--- src/rtl/pio_pkg.sv ---
// Shared constants for the PIO loader: command codes, config-entry field
// layout, load-sequence states and the machine-select width helper.
package pio_pkg;

  // Command codes understood by the pio command port.
  localparam logic [3:0] ACT_NONE  = 4'd0;
  localparam logic [3:0] ACT_INSTR = 4'd1;
  localparam logic [3:0] ACT_PUSH  = 4'd4;

  // Config ROM entry layout: {mindex, action[3:0], data[31:0]}.
  localparam int CONF_DATA_W   = 32;
  localparam int CONF_ACT_LSB  = 32;
  localparam int CONF_ACT_W    = 4;
  localparam int CONF_MIDX_LSB = 36;

  // Load sequence: program words, then config entries, then streaming.
  typedef enum logic [1:0] {
    LOAD_PROG = 2'd0,
    LOAD_CONF = 2'd1,
    RUN       = 2'd2
  } state_t;

  // Width of a state-machine select; a single machine still needs one bit.
  function automatic int midx_w(input int num_sm);
    return (num_sm > 1) ? $clog2(num_sm) : 1;
  endfunction

endpackage

--- src/rtl/pio_rate_tick.sv ---
// Push-interval counter: tick is high whenever the count is 0. The count
// runs 0..rate and reloads; a new rate is picked up only at a reload (or
// while held in clear), so an interval in progress is never stretched.
module pio_rate_tick #(
  parameter int RATE_W = 22
) (
  input  logic              clk,
  input  logic              reset,
  input  logic              clear,
  input  logic [RATE_W-1:0] rate,
  output logic              tick
);

  logic [RATE_W-1:0] cnt;
  logic [RATE_W-1:0] rate_q;

  // Interval count with synchronous clear and rate capture at each reload.
  // NOTE: state registers use non-blocking assignments so every flop samples
  // pre-edge values; blocking here would create order-dependent simulation.
  always_ff @(posedge clk) begin
    if (reset) begin
      cnt    <= '0;
      rate_q <= '0;
    end else if (clear) begin
      cnt    <= '0;
      rate_q <= rate;
    end else if (cnt >= rate_q) begin
      cnt    <= '0;
      rate_q <= rate;
    end else begin
      cnt <= cnt + 1'b1;
    end
  end

  assign tick = (cnt == '0);

endmodule

--- src/rtl/pio_loader.sv ---
// Boots one PIO: streams PROG_LEN instruction words from the program ROM,
// then CONF_LEN commands from the config ROM, then pushes data words into a
// state machine TX FIFO, either from an upstream stream (MODE 0) or from an
// internal 0,1,0,1 toggle (MODE 1). Both ROMs have one cycle of latency, so
// the command for an address is presented one cycle after that address;
// the command outputs are therefore a mux of registered strobe flags and
// the ROM data arriving in the same cycle.
module pio_loader
  import pio_pkg::*;
#(
  parameter  int PROG_LEN = 32,
  parameter  int CONF_LEN = 5,
  parameter  int NUM_SM   = 4,
  parameter  int RATE_W   = 22,
  parameter  int MODE     = 0,
  localparam int MIDX_W   = midx_w(NUM_SM)
) (
  input  logic                 clk,
  input  logic                 reset,
  input  logic                 restart,
  input  logic [RATE_W-1:0]    rate,
  output logic [4:0]           prog_addr,
  input  logic [15:0]          prog_data,
  output logic [4:0]           conf_addr,
  input  logic [36+MIDX_W-1:0] conf_data,
  input  logic                 s_valid,
  output logic                 s_ready,
  input  logic [31:0]          s_data,
  input  logic [MIDX_W-1:0]    s_mindex,
  input  logic [NUM_SM-1:0]    tx_full,
  output logic [3:0]           action,
  output logic [4:0]           index,
  output logic [31:0]          din,
  output logic [MIDX_W-1:0]    mindex,
  output logic                 running,
  output logic [31:0]          push_count
);

  localparam logic [4:0] PROG_LAST = 5'(PROG_LEN - 1);
  localparam logic [5:0] CONF_END  = 6'(CONF_LEN);

  state_t            state;
  logic [5:0]        conf_cnt;     // entries issued; one wider than the address
  logic [4:0]        idx_q;        // instruction index of the pending strobe
  logic              prog_vld_q;   // instruction data arrives this cycle
  logic              conf_vld_q;   // config entry arrives this cycle
  logic              push_q;       // push decided last cycle
  logic [31:0]       push_din_q;
  logic [MIDX_W-1:0] push_midx_q;
  logic              val_q;        // toggle generator value
  logic              tick;
  logic              push_go;
  logic [31:0]       push_word;
  logic [MIDX_W-1:0] push_sm;
  logic [3:0]        conf_act;

  assign running   = (state == RUN);
  assign conf_addr = conf_cnt[4:0];
  assign conf_act  = conf_data[CONF_ACT_LSB +: CONF_ACT_W];

  pio_rate_tick #(
    .RATE_W (RATE_W)
  ) u_rate_tick (
    .clk   (clk),
    .reset (reset),
    .clear (~running | restart),
    .rate  (rate),
    .tick  (tick)
  );

  // Push decision for this cycle; a restart drops any transfer it overlaps.
  // NOTE: every signal driven here gets a default first so no path can
  // leave it unassigned, which would otherwise infer a latch.
  always_comb begin
    s_ready   = 1'b0;
    push_go   = 1'b0;
    push_word = '0;
    push_sm   = '0;
    if (MODE == 0) begin
      s_ready   = running & tick & ~tx_full[s_mindex] & ~restart & ~reset;
      push_go   = s_valid & s_ready;
      push_word = s_data;
      push_sm   = s_mindex;
    end else begin
      push_go   = running & tick & ~tx_full[0] & ~restart & ~reset;
      push_word = {31'b0, val_q};
    end
  end

  // Load sequencer, push pipeline and counters; restart behaves as a reset
  // of everything except the interval counter, which clears via its own port.
  always_ff @(posedge clk) begin
    if (reset || restart) begin
      state       <= LOAD_PROG;
      prog_addr   <= '0;
      conf_cnt    <= '0;
      idx_q       <= '0;
      prog_vld_q  <= 1'b0;
      conf_vld_q  <= 1'b0;
      push_q      <= 1'b0;
      push_din_q  <= '0;
      push_midx_q <= '0;
      val_q       <= 1'b0;
      push_count  <= '0;
    end else begin
      prog_vld_q <= 1'b0;
      conf_vld_q <= 1'b0;
      push_q     <= 1'b0;
      case (state)
        LOAD_PROG: begin
          prog_vld_q <= 1'b1;
          idx_q      <= prog_addr;
          if (prog_addr == PROG_LAST) state <= LOAD_CONF;
          else                        prog_addr <= prog_addr + 5'd1;
        end
        LOAD_CONF: begin
          // The cycle after the last address drains the final entry.
          if (conf_cnt == CONF_END) begin
            state <= RUN;
          end else begin
            conf_vld_q <= 1'b1;
            conf_cnt   <= conf_cnt + 6'd1;
          end
        end
        RUN: begin
          if (push_go) begin
            push_q      <= 1'b1;
            push_din_q  <= push_word;
            push_midx_q <= push_sm;
            if (push_count != '1) push_count <= push_count + 32'd1;
            if (MODE != 0) val_q <= ~val_q;
          end
        end
        default: state <= LOAD_PROG;
      endcase
    end
  end

  // Command port: at most one source is pending in any cycle; zero-action
  // config entries consume their slot without a strobe.
  always_comb begin
    action = ACT_NONE;
    index  = '0;
    din    = '0;
    mindex = '0;
    if (!reset && !restart) begin
      if (prog_vld_q) begin
        action = ACT_INSTR;
        index  = idx_q;
        din    = {16'b0, prog_data};
      end else if (conf_vld_q && conf_act != ACT_NONE) begin
        action = conf_act;
        din    = conf_data[CONF_DATA_W-1:0];
        mindex = conf_data[CONF_MIDX_LSB +: MIDX_W];
      end else if (push_q) begin
        action = ACT_PUSH;
        din    = push_din_q;
        mindex = push_midx_q;
      end
    end
  end

endmodule

--- config.mk ---
export PLATFORM = sky130hd
export DESIGN_NAME = pio_loader
export DESIGN_NICKNAME = d
export VERILOG_FILES = /design/src/rtl/pio_pkg.sv /design/src/rtl/pio_rate_tick.sv /design/src/rtl/pio_loader.sv
export SDC_FILE = /design/constraint.sdc
export NUM_CORES = 1
export LEC_CHECK = 0
export ABC_CLOCK_PERIOD_IN_PS = 2250
export CORE_ASPECT_RATIO = 1.2
export CORE_MARGIN = 5
export CORE_UTILIZATION = 43
export DETAILED_ROUTE_END_ITERATION = 10
export PLACE_DENSITY = 0.74
export SETUP_SLACK_MARGIN = 0.15
export SLEW_MARGIN = 20
export SYNTH_ARGS = -nofsm -noshare
export SYNTH_HDL_FRONTEND = slang
export SYNTH_SLANG_ARGS = --single-unit
--- constraint.sdc ---
create_clock -name clk -period 2.25 [get_ports clk]
set_input_delay 0.45 -clock clk [delete_from_list [all_inputs] [get_ports clk]]
set_output_delay 0.45 -clock clk [all_outputs]
set_load 0.02 [all_outputs]
**Word level (Yosys, flattened, before mapping)**

Cells that the tools add are included.

- Flip-flop bits (word level): 131
- Bits in latches: 0
- Memory bits (writable): 0
- Memory bits (read-only): 0
- Output and inout bits: 87
- Logic and storage cells: 79
- Memories: 0

- Add/sub/neg operators: 4
- Multiply operators: 0
- Divide/modulo/power cells: 0
- Magnitude comparators: 2
- Equal/unequal tests: 7
- Shift-type cells: 0
- Muxes and demuxes: 24
- Bitwise gates (word level): 13
- Reduce and logical (&&, ||, !) cells: 17

Operators by type and width:

| kind | count |
|---|---|
| 32-bit 2-to-1 mux | 4 |
| 22-bit 2-to-1 mux | 2 |
| 32-bit by 1-bit adder with 32-bit output (second input constant) | 1 |
| 32-bit inequality test (second input constant) | 1 |
| 22-bit by 1-bit adder with 22-bit output (second input constant) | 1 |
| 22-bit >= comparator | 1 |
| 22-bit logical NOT | 1 |
| 2-bit 2-to-1 mux | 6 |
| 4-bit 2-to-1 mux | 3 |
| 5-bit 2-to-1 mux | 2 |
| 1-bit inverter | 7 |
| 6-bit by 1-bit adder with 6-bit output (second input constant) | 1 |
| 6-bit by 3-bit equality test with 1-bit output (second input constant) | 1 |
| 2-bit one-hot mux with 3 select lines | 1 |
| 2-bit AND reduction | 3 |
| 3-bit AND reduction | 2 |
| 5-bit by 1-bit adder with 5-bit output (second input constant) | 1 |
| 1-bit bitwise AND | 5 |
| 5-bit equality test (second input constant) | 1 |
| 1-bit 2-to-1 mux | 4 |
| 2-bit inequality test (second input constant) | 2 |
| 4-bit nonzero test | 1 |
| 2-bit OR reduction | 2 |
| 2-bit by 3-bit < comparator with 1-bit output (second input constant) | 1 |
| other kinds (11) | 13 |

**Logic depth before layout (Yosys ltp)**

- Word-level depth: 8
- Depth in mapped cells: 10
- Gate-level depth less buffers: 8

**By module**

Synthesis repeated with hierarchy kept, for this count alone.

- Cells, all modules: 924
- Area, all modules: 7,204.4 um2

By module, submodules not included:

| module | times used | cells an instance | area an instance (um2) | sequential area each (um2) |
|---|---|---|---|---|
| pio_loader | 1 | 634 | 4,647.0 | 1,741.7 |
| pio_rate_tick | 1 | 290 | 2,557.5 | 880.8 |

**Worst setup path before layout**

No wires, ideal clock.

- Path type: input -> output
- Start point: input conf_data[32]
- End point: output din[7]
- Arrival: 1.927 ns
- Data required time: 1.800 ns
- Slack: -0.127 ns
- Stages on the path: 6
- Cell sequence: o41ai_2 -> clkbuf_1 -> nand3_1 -> a21oi_1 -> a21oi_1 -> nor2_1

- Longest elaborated chain between the ends: 5

Ends and longest elaborated chain:

| what | RTL line | source |
|---|---|---|
| start, declared | pio_loader.sv:25 | `input logic [36+MIDX_W-1:0] conf_data,` |
| 4-bit nonzero test | pio_loader.sv:151 | `end else if (conf_vld_q && conf_act != ACT_NONE) begin` |
| 1-bit logical AND | pio_loader.sv:151 |  |
| 32-bit 2-to-1 mux | pio_loader.sv:151 |  |
| 32-bit 2-to-1 mux | pio_loader.sv:147 | `if (prog_vld_q) begin` |
| 32-bit 2-to-1 mux | pio_loader.sv:146 | `if (!reset && !restart) begin` |
| end, declared | pio_loader.sv:33 | `output logic [31:0] din,` |

No other way between the ends.

**Worst setup path after layout**

- Start point: input conf_data[34]
- End point: output din[2]

The elaborated chain is that of the path after synthesis.

==> out/qor.log <==
[outcome] run status complete, but fails checks
[outcome] failing checks setup timing
[logic_synthesis] distinct cell type count after synthesis 56
[timing] highest clock frequency the design can meet 0.417 GHz
[layout] antenna cells 0
[cts] maximum level of the CTS H-tree 4
[critical_path] endpoint kind of the worst setup timing path primary output
[logic_synthesis] number of flops mapped to enable cells by yosys 0
[floorplanning] chip width 125 um
[floorplanning] Initial Utilization 43.5%
[critical_path] critical path startpoint conf_data[34]
[timing] number of pins exceeding their max-slew limit in the final report 0
[timing] minimum setup slack in the final design -0.149 ns
[placed_design] IO Port Bufs 204
[drt] total via count in the routed design 7752
[logic_synthesis] leading cell types by total area after synthesis sky130_fd_sc_hd__dfxtp_1 39%, sky130_fd_sc_hd__a21oi_1 7.8%, sky130_fd_sc_hd__nand2_1 7.1%
[logic_synthesis] leading cell types by count after synthesis 131 x sky130_fd_sc_hd__dfxtp_1, 129 x sky130_fd_sc_hd__nand2_1, 106 x sky130_fd_sc_hd__a21oi_1, 102 x sky130_fd_sc_hd__nor2_1, 60 x sky130_fd_sc_hd__nand3_1
[timing] number of failing hold endpoints at the final stage 0
[logic_synthesis] number of synthesized register bits 131
[logic_synthesis] fraction of registers with async set/reset 0%
[power] maximum ir drop on the vdd rail 0.553 mV
[critical_path] crit path launch type input pin
[cts] clock-pin slew of the registers on the worst-case setup and hold paths 0.06 ns
[logic_synthesis] net count after synthesis 1003
[logic_synthesis] Cells after Synth 856
[critical_path] flop2flop setup slack -0.09 ns
[critical_path] WS Path Type input pin to primary output
[global_route] via count of the first global-routing pass 7292
[layout] NumNets Final 1304
[timing] Layout Skew 0.0120 ns
[critical_path] Crit path arrival time 1.95 ns
[placed_design] global placer's final weighted congestion 0.904
[layout] area added between synthesis and finish 79.4%
[timing] unrepaired setup endpoints after global routing true
[cts] Clock Path Buffers 2
[floorplanning] number of primary I/O pins 205
[floorplanning] die outline area 18400 sq um
[global_route] first-pass GRT wire length 37300 um
[run] # Max-Cap Violations 0
[floorplanning] die height 148 um
[logic_synthesis] biggest area consumer among synthesized cells sky130_fd_sc_hd__dfxtp_1
[critical_path] required time reported for the critical path endpoint 1.80 ns
[timing] minimum clock period after layout 2.40 ns
[logic_synthesis] share of Yosys cell area claimed by the top area cell type 38.7%
[timing] final clock period utilization by the worst path 107%
[timing] # setup viols final 54
[global_route] remaining global-route overflow 0
[power] power density over cell area 465 nW/um^2
[cts] CTS Sinks 131
[logic_synthesis] total standard cell area after synthesis 6780 sq um
[cts] Num CTS Buffers 17
[global_route] number of antenna violations at the first check in global routing 0
[drt] ANT nets after route 0
[layout] layout cell share with drive strength beyond 1 40.3%
[global_route] pin count of the biggest net entering global routing 40
[drt] Detailed Routing Iterations Pass 1 6
[drt] total routed wirelength 27600 um
[cts] clock root buffer master sky130_fd_sc_hd__clkbuf_16
[logic_synthesis] Main synth FF type sky130_fd_sc_hd__dfxtp_1
[drt] average wire per cell in the routed design 20.0 um
[critical_path] crit path max fanout 7
[placed_design] DP HPWL 16000 um
[min_path] Min-Delay Path Class input pin to flip-flop
[logic_synthesis] portion of the post-synthesis area used by sequential elements 38.7%
[cts] source-to-sink clock delay at the later pin of the worst-skew pair 0.41 ns
[critical_path] RR Startpoint u_rate_tick.cnt[12]
[logic_synthesis] Avg Synthesized Cell Area 7.92 sq um
[cts] clock tree from TritonCTS yes
[floorplanning] core footprint 15600 sq um
[logic_synthesis] warning count from the yosys run 0
[drt] detailed-route vias per instance 5.63
[logic_synthesis] most numerous cell in the Yosys netlist sky130_fd_sc_hd__dfxtp_1
[timing] normalized max-slew margin 68.3%
[min_path] hold_sp s_mindex[0]
[power] leakage power summed over all cells 4.76 nW
[drt] DRC violations left 0
[global_route] global-route usage over all layers 24.7%
[timing] Final Hold Slack 0.446 ns
[timing] setup_tns -3.31 ns
[floorplanning] standard-cell row count 50
[drt] iteration-0 DRC count of the detailed router 388
[timing] worst-margin pin slew 0.475 ns
## through the flow
stage | utilization [%] | cells | instance area [sq um] | total power, mW | setup slack [ns]
3_5_place_dp | 61.3 | 1280 | 9540 | 2.84 | -0.843
5_1_grt | 78.1 | 1378 | 12200 | 5.84 | -0.247
3_3_place_gp | 61.3 | 1280 | 9540 | 2.83 | -0.810
6_report | 78.1 | 1378 | 12200 | 5.66 | -0.149
2_1_floorplan | - | 856 | 6910 | 2.54 | 0.119
4_1_cts | 70.2 | 1358 | 10900 | 5.62 | -0.0546
## power breakdown
| group | leakage (nW) | switching, mW | internal (mW) |
|---|---|---|---|
| clock | 0.293 | 1.04 | 1.77 |
| combinational | 3.40 | 0.221 | 0.278 |
| sequential | 1.07 | 0.0139 | 2.34 |
| total | 4.76 | 1.28 | 4.39 |
## critical path: stages
cell                      delay, ns
sky130_fd_sc_hd__buf_8         0.11
sky130_fd_sc_hd__o41ai_4       0.36
sky130_fd_sc_hd__buf_4         0.20
sky130_fd_sc_hd__buf_12        0.10
sky130_fd_sc_hd__buf_12        0.14
sky130_fd_sc_hd__nand3_4       0.08
sky130_fd_sc_hd__a21oi_2       0.15
sky130_fd_sc_hd__a21oi_2       0.05
sky130_fd_sc_hd__nor2_1        0.15
sky130_fd_sc_hd__buf_4         0.17
## worst paths after layout
| check | endpoint | cells past startpoint |
|---|---|---|
| setup / recovery | din[2] | 10 |
| hold / removal | push_midx_q[0] | 4 |
| setup reg to reg | push_count[29] | 10 |
| hold reg to reg | push_din_q[19] | 2 |
## flip-flops by register name, summed over array words and instances, names as in the netlist, 5 cells and up
| register | flops |
|---|---|
| push_count | 32 |
| push_din_q | 32 |
| u_rate_tick.cnt | 22 |
| u_rate_tick.rate_q | 22 |
| conf_cnt | 6 |
| idx_q | 5 |
| prog_addr | 5 |
## logic make-up after synthesis
logic type / Yosys count / share of synthesized area, %
and+or+nand+nor: 395 / 29.0
AOI/OAI and AO/OA: 145 / 12.1
DFF: 131 / 38.7
buffers and inverters: 87 / 5.39
xor gates and xnor gates: 43 / 5.55
adders and majority gates: 29 / 5.35
muxes: 26 / 4.02
## metal layers
layer  global-route usage [%]  up-vias  wire length [um]
li1                         -     3561                 -
met1                     26.2     3710              9860
met2                     46.1      367             14400
met3                     5.78      114              1610
met4                     11.5        0              1710
met5                        0        -                 0
## cell type report
cell class	instances	area [sq um]
Fill cell	943	3410
Clock inverter	13	160
Sequential cell	131	2650
Clock buffer	19	443
Multi-Input combinational cell	641	4980
Tap cell	208	260
Timing Repair Buffer	337	3560
Inverter	29	109
## placed cells by master, fill, tap and decap left out, types with 9 or more instances in the layout
cell type / Yosys / routed
sky130_fd_sc_hd__a21oi_1: 106 / 31
sky130_fd_sc_hd__a21oi_2: 0 / 74
sky130_fd_sc_hd__and3_1: 23 / 23
sky130_fd_sc_hd__buf_12: 0 / 13
sky130_fd_sc_hd__buf_4: 5 / 84
sky130_fd_sc_hd__buf_6: 2 / 64
sky130_fd_sc_hd__clkbuf_16: 0 / 24
sky130_fd_sc_hd__clkdlybuf4s50_1: 0 / 147
sky130_fd_sc_hd__dfxtp_1: 131 / 117
sky130_fd_sc_hd__dfxtp_2: 0 / 9
sky130_fd_sc_hd__ha_1: 29 / 20
sky130_fd_sc_hd__ha_4: 0 / 9
sky130_fd_sc_hd__inv_1: 29 / 29
sky130_fd_sc_hd__mux2i_1: 25 / 25
sky130_fd_sc_hd__nand2_1: 129 / 55
sky130_fd_sc_hd__nand2_2: 0 / 34
sky130_fd_sc_hd__nand2_4: 0 / 40
sky130_fd_sc_hd__nand3_1: 60 / 40
sky130_fd_sc_hd__nand3_2: 2 / 17
sky130_fd_sc_hd__nand4_1: 21 / 21
sky130_fd_sc_hd__nor2_1: 102 / 74
sky130_fd_sc_hd__nor2_2: 0 / 26
sky130_fd_sc_hd__or3_1: 14 / 11
sky130_fd_sc_hd__xnor2_1: 11 / 10
sky130_fd_sc_hd__xor2_1: 32 / 32
## what timing repair did
| action | CTS | global route |
|---|---|---|
| endpoints found under the setup margin | 149 | 152 |
| pin swaps | 91 | 132 |
| hold buffers | 0 | 0 |
| cloned | 10 | 9 |
| gates resized for setup | 327 | 263 |
| buffers inserted | 36 | 11 |
Power figures use the tool's default switching activity.
